==> src/rtl/alu_datapath.sv <==
// alu_datapath: operand/result datapath of the ALU.
// Holds the M, Q and A registers, the Booth extension bit q_m1, a step
// counter and a "sequence in progress" flag, and performs the register
// transfers requested by the decoded control word c0..c10.
//
// Optional feature: define ALU_DP_OVF_EN to build the signed overflow
// detector for M op Q. Without it ovf is tied low.
module alu_datapath #(
    parameter int W     = 8,
    parameter int CNT_W = 4
) (
    input  logic         clk,
    input  logic         rst,
    input  logic [W-1:0] inbus,
    input  logic         c0,
    input  logic         c1,
    input  logic         c2,
    input  logic         c3,
    input  logic         c4,
    input  logic         c5,
    input  logic         c6,
    input  logic         c7,
    input  logic         c8,
    input  logic         c9,
    input  logic         c10,
    output logic [W-1:0] outbus,
    output logic         q0,
    output logic         q_m1,
    output logic         a_sign,
    output logic         cnt_zero,
    output logic         ovf
);

    // ------------------------------------------------------------------
    // Architectural state
    // ------------------------------------------------------------------
    logic [W-1:0]     m_q,   m_d;
    logic [W-1:0]     q_q,   q_d;
    logic [W-1:0]     a_q,   a_d;
    logic             qm1_q, qm1_d;
    logic [CNT_W-1:0] cnt_q, cnt_d;
    logic             seq_q, seq_d;

    // ------------------------------------------------------------------
    // Combinational arithmetic unit: M op Q, one extra bit for carry.
    // Subtract is M + ~Q + 1, so the top bit is the inverted borrow.
    // ------------------------------------------------------------------
    logic [W-1:0] q_opnd;
    logic [W:0]   sum;
    logic         carry_borrow;

    assign q_opnd = c3 ? ~q_q : q_q;
    assign sum    = {1'b0, m_q} + {1'b0, q_opnd} + {{W{1'b0}}, c3};

    // Borrow is M < Q unsigned, which is exactly the missing carry-out.
    assign carry_borrow = c3 ? ~sum[W] : sum[W];

    // ------------------------------------------------------------------
    // Result mux: before any sequence step the unit result is visible,
    // once a sequence has run the A/Q pair is returned instead.
    // ------------------------------------------------------------------
    logic [W-1:0] result1;
    logic [W-1:0] result0;

    assign result1 = seq_q ? a_q : {{(W-1){1'b0}}, carry_borrow};
    assign result0 = seq_q ? q_q : sum[W-1:0];

    // Output select: c7 has priority, idle bus reads zero.
    always_comb begin
        outbus = '0;
        if (c7)
            outbus = result1;
        else if (c8)
            outbus = result0;
    end

    // ------------------------------------------------------------------
    // Status outputs (all from post-edge registered state)
    // ------------------------------------------------------------------
    assign q0       = q_q[0];
    assign q_m1     = qm1_q;
    assign a_sign   = a_q[W-1];
    assign cnt_zero = (cnt_q == '0);

`ifdef ALU_DP_OVF_EN
    // Operand signs (after the subtract inversion) agree but the result
    // sign differs; meaningless while A/Q are being sequenced.
    assign ovf = ~seq_q
               & (m_q[W-1] == q_opnd[W-1])
               & (sum[W-1] != m_q[W-1]);
`else
    assign ovf = 1'b0;
`endif

    // ------------------------------------------------------------------
    // Next-state for A, Q, q_m1. Within one cycle the ordering is:
    // left shift, then A op M, then right shift, then Q[0] force.
    // This gives a full Booth step (c2+c4) or a non-restoring division
    // step (c5+c2, optionally +c6) per clock. c1 overrides everything.
    // ------------------------------------------------------------------
    logic [W-1:0] a_t;
    logic [W-1:0] q_t;
    logic         qm1_t;
    logic [W-1:0] m_opnd;

    assign m_opnd = c3 ? ~m_q : m_q;

    // A/Q/q_m1 transfer network
    always_comb begin
        a_t   = a_q;
        q_t   = q_q;
        qm1_t = qm1_q;

        // c4 and c5 together are illegal: hold the shift registers.
        if (!(c4 && c5)) begin
            if (c5) begin
                a_t = {a_t[W-2:0], q_t[W-1]};
                q_t = {q_t[W-2:0], 1'b0};
            end
            if (c2) begin
                a_t = a_t + m_opnd + {{(W-1){1'b0}}, c3};
            end
            if (c4) begin
                qm1_t = q_t[0];
                q_t   = {a_t[0], q_t[W-1:1]};
                a_t   = {a_t[W-1], a_t[W-1:1]};
            end
            if (c6) begin
                q_t[0] = 1'b1;
            end
        end

        a_d   = a_t;
        q_d   = q_t;
        qm1_d = qm1_t;
        if (c1) begin
            a_d   = '0;
            q_d   = inbus;
            qm1_d = 1'b0;
        end
    end

    // M load, counter and sequence flag
    always_comb begin
        m_d   = m_q;
        cnt_d = cnt_q;
        seq_d = seq_q;

        if (c0)
            m_d = inbus;

        // Reload wins over decrement; decrement at zero simply wraps.
        if (c9)
            cnt_d = CNT_W'(W - 1);
        else if (c10)
            cnt_d = cnt_q - 1'b1;

        // A new M load starts a fresh operation.
        if (c0)
            seq_d = 1'b0;
        else if (c2 || c4 || c5)
            seq_d = 1'b1;
    end

    // State registers with synchronous reset overriding all controls
    always_ff @(posedge clk) begin
        if (rst) begin
            m_q   <= '0;
            q_q   <= '0;
            a_q   <= '0;
            qm1_q <= 1'b0;
            cnt_q <= '0;
            seq_q <= 1'b0;
        end else begin
            m_q   <= m_d;
            q_q   <= q_d;
            a_q   <= a_d;
            qm1_q <= qm1_d;
            cnt_q <= cnt_d;
            seq_q <= seq_d;
        end
    end

endmodule

==> config.mk <==
export PLATFORM = sky130hd
export DESIGN_NAME = alu_datapath
export DESIGN_NICKNAME = d
export VERILOG_FILES = /design/src/rtl/alu_datapath.sv
export SDC_FILE = /design/constraint.sdc
export NUM_CORES = 1
export LEC_CHECK = 0
export CORE_MARGIN = 3
export CORE_UTILIZATION = 35
export CTS_CLUSTER_DIAMETER = 40
export DETAILED_ROUTE_END_ITERATION = 10
export MAX_ROUTING_LAYER = met4
export PLACE_DENSITY = 0.51
export SYNTH_ARGS = -nofsm -noshare
export SYNTH_HDL_FRONTEND = slang
export SYNTH_SLANG_ARGS = --single-unit
==> constraint.sdc <==
create_clock -name clk -period 6.6 [get_ports clk]
set_input_delay 1.65 -clock clk [delete_from_list [all_inputs] [get_ports clk]]
set_output_delay 1.65 -clock clk [all_outputs]
set_load 0.01 [all_outputs]
==> flow_summary.toml <==
[outcome]
status = "finished clean"

[critical_path]
crit_path_start_kind = "input pin"
worstReg2RegEnd = "a_q[7]$_SDFFE_PP0N_"
endpoint_kind = "primary output"
crit_family = "buffers and inverters"
crit_buf_inv = 2
worstPathCellList = "clkdlybuf4s50_1, xor2_1, fa_1, a21o_1, a21oi_1, o21ai_0, a31oi_1, or4b_2, nand3b_1, clkdlybuf4s50_1"
cpMostUsedCell = "clkdlybuf4s50_1"
arrival_ns = 4.83
rrSetupSlack_ns = 3.87
r2r_cells = 8
r2r-start = "a_q[6]$_SDFFE_PP0N_"
critPathMaxFanout = 7
slowest_delay_ns = 0.67
crit_required_ns = 4.95
slowest_stage = "clkdlybuf4s50_1"
path_class = "input pin to primary output"

[sta]
finalHoldViolations = 0
whs_ns = 0.506
max_slew_margin_pct = 41.1
slew_viol_final = 0
setup_tns_ns = 0
finalSetupViolations = 0
period_minus_slack_ns = 6.48
rsz0062_at_grt = "no"
max_freq_mhz = 154
worstMarginPinSlew_ns = 0.881
post-route-period-util_pct = 98.1
clock_skew_ns = 0.00684

[synth]
yosys.area_share.adder_pct = 8.92
synth.distinct_cells = 54
synth_ff_type = "dfxtp_1"
synth_area_leader_cell = "dfxtp_1"
ys_warn_count = 0
yosysTopAreaCellShare_pct = 23.5
synth_area_sq_mm = 0.00255
synth_compound_area_share_pct = 24.0
seq_area_frac_synth_pct = 23.5
synthArstFlopShare_pct = 0
yosys.area_share.simple_pct = 20.4
syn_area_per_cell_sq_um = 7.90
synth_top_family_by_area = "compound AO/OA/AOI/OAI gates"
synth_xor_area_share_pct = 9.26
synth_nets = 361
netlist_instances = 323
muxShareOfSynthArea_pct = 8.82
synth_edf_count = 0
synth-seq-cells = 30
synth_area_leaders = "dfxtp_1, ha_1, nor2_1, xor2_1, mux2i_1"

[placed_design]
gp_congestion = 0.834
dp_hpwl_um = 5130
dp_cells = 435
portBuffers = 32

[clock_tree]
post-cts-setup-buffers = 0
numCtsBuffers = 5
clkTransAtPathRegs_ns = 0.06
ctsHoldBuffers = 0
cts_resized = 0
cts_buffer_depth = 2
cts_tree = "done"
htreeDepth = 2
cts_sinks = 30
clkLatencyLatePin_ns = 0.28
cts_root_buf = "clkbuf_8"

[final_layout]
fin_cells = 443
drive_above_1_share_pct = 7.20
final_nets = 384
fill_cells = 756
antennaDiodeCount = 0
areaGrowthSynthToFinish_pct = 18.5
fin_util_pct = 43.6

[routing]
vias_per_cell = 5.21
vias = 2310
drt_iter0_markers = 97
totalWireLength_um = 6720
drt-wirelength-per-cell_um = 15.2
drc = 0
drt_pre_antenna_iters = 4
drtAntennaViolNets = 0

[min_path]
min_to = "q_m1$_SDFFE_PP0P_"
holdPathStages = 2
hp-class = "flip-flop to flip-flop"
hold_start = "q_m1$_SDFFE_PP0P_"

[pwr]
power_density_mw_per_mm2 = 187
clkPwrFrac_pct = 26.8
p_sw_share_pct = 33.6
ir_worst_vdd_v = 0.000130
power.share.combinational_pct = 35.7
pwr-share-seq_pct = 37.5
p_int_mw = 0.375
p_sw_mw = 0.190
power.leakage_nw = 1.22

[floorplanning]
die_x_um = 91.4
pin_count = 34
num_rows = 30
die_h_um = 91.4
die_area_sq_mm = 0.00835
start_util_pct = 36.8
core-area_sq_mm = 0.00694

[grt]
antenna_found_initial = 0
grt_pass1_vias = 2234
grt.total_usage_pct = 17.3
grt_first_pass_wirelength_um = 11200
grt_max_degree = 25
grt-ovfl-total = 0

[run]
timing.max_cap.violations = 0
[worst reg2reg max path: stages, from the launching register on]
cell and delay (ns):
dfxtp_1 0.37, mux2_2 0.30, ha_1 0.37, nand2_1 0.09, o21ai_0 0.44, a2111oi_4 0.11, a311oi_2 0.44, mux2_2 0.39
a31oi_1 0.15
[cell families (layout without fill, tap and decap cells)]
family | after synthesis | in the layout
fa+ha+maj | 17 | 17
xor+xnor | 27 | 27
compound gates | 88 | 88
other cells | 1 | 1
simple gates | 110 | 110
flops | 30 | 30
mux | 20 | 20
buf+inv | 30 | 54
[synth_stat cells (all sizes together), types with 2 or more instances]
library cell,count
fa,2
a31oi,2
xor2,17
nand3b,4
o21ai,17
nand3,3
buf,7
nor2,45
nor3,10
a21oi,23
nand2b,7
a22o,12
xnor2,10
nor4b,2
a211oi,6
nor2b,5
clkbuf,13
mux2,7
or4b,2
o211ai,3
ha,15
a21o,4
nand2,25
mux2i,13
a2111oi,2
dfxtp,30
inv,10
o22ai,9
[area by class of cell]
| type | instances | area [sq um] | share of cell area, % |
|---|---|---|---|
| inverters | 10 | 37.5 | 1.24 |
| repair buffers | 36 | 350 | 11.6 |
| clock inverters | 1 | 5.00 | 0.165 |
| multi-input cells | 263 | 1830 | 60.3 |
| clock buffers | 7 | 86.3 | 2.85 |
| flip-flops and latches | 30 | 601 | 19.9 |
| well taps | 96 | 120 | 3.97 |
[power groups by stage]
stage / clock network (mW) / logic, mW / registers (mW)
floorplan: 0 / 0.149 / 0.207
global placement: 0 / 0.201 / 0.216
detailed placement: 0 / 0.201 / 0.216
CTS: 0.159 / 0.202 / 0.212
global route: 0.166 / 0.227 / 0.214
finish: 0.152 / 0.201 / 0.212
[cells in the final DEF, fill, tap and decap left out, drive strengths merged, types with 2 or more instances in the layout]
| cell | n |
|---|---|
| nand2b | 7 |
| o22ai | 9 |
| a22o | 12 |
| nand3b | 4 |
| a31oi | 2 |
| o21ai | 17 |
| nand2 | 25 |
| xor2 | 17 |
| a2111oi | 2 |
| clkdlybuf4s50 | 32 |
| a21oi | 23 |
| buf | 4 |
| nor4b | 2 |
| mux2i | 13 |
| xnor2 | 10 |
| nor3 | 10 |
| or4b | 2 |
| mux2 | 7 |
| clkbuf | 7 |
| dfxtp | 30 |
| nand3 | 3 |
| o211ai | 3 |
| fa | 2 |
| a211oi | 6 |
| nor2 | 45 |
| ha | 15 |
| inv | 10 |
| a21o | 4 |
| nor2b | 5 |
[through the flow]
step	setup slack, ns	power (mW)	instance area, sq um
global route	0.00219	0.607	3030
finish	0.124	0.565	3030
detailed placement	0.167	0.417	2930
global placement	0.184	0.417	2930
CTS	0.135	0.573	3030
floorplan	0.865	0.357	2550
[worst max-delay path by stage]
stage | startpoint | endpoint | slack, ns | depth (start not counted)
floorplan | c3 | outbus[0] | 0.87 | 10
global placement | c3 | outbus[0] | 0.18 | 10
detailed placement | c3 | outbus[0] | 0.17 | 10
CTS | c3 | outbus[0] | 0.14 | 10
global route | c3 | outbus[0] | 0.002 | 10
finish | c3 | outbus[0] | 0.12 | 10
[per-layer routing]
layer  global-route usage [%]  share of wire, %  up-vias
li1                         -                 -     1199
met1                     23.7                52     1061
met2                     25.1                44       42
met3                     3.31               3.0        8
met4                     6.28               1.4        0
met5                        -                 0        -
[registers in the layout (all words and copies together) (netlist names)]
register and cells:
a_q 8, m_q 8, q_q 8, cnt_q 4
q_m1 1, seq_q 1
(Power assumes the default switching activity.)
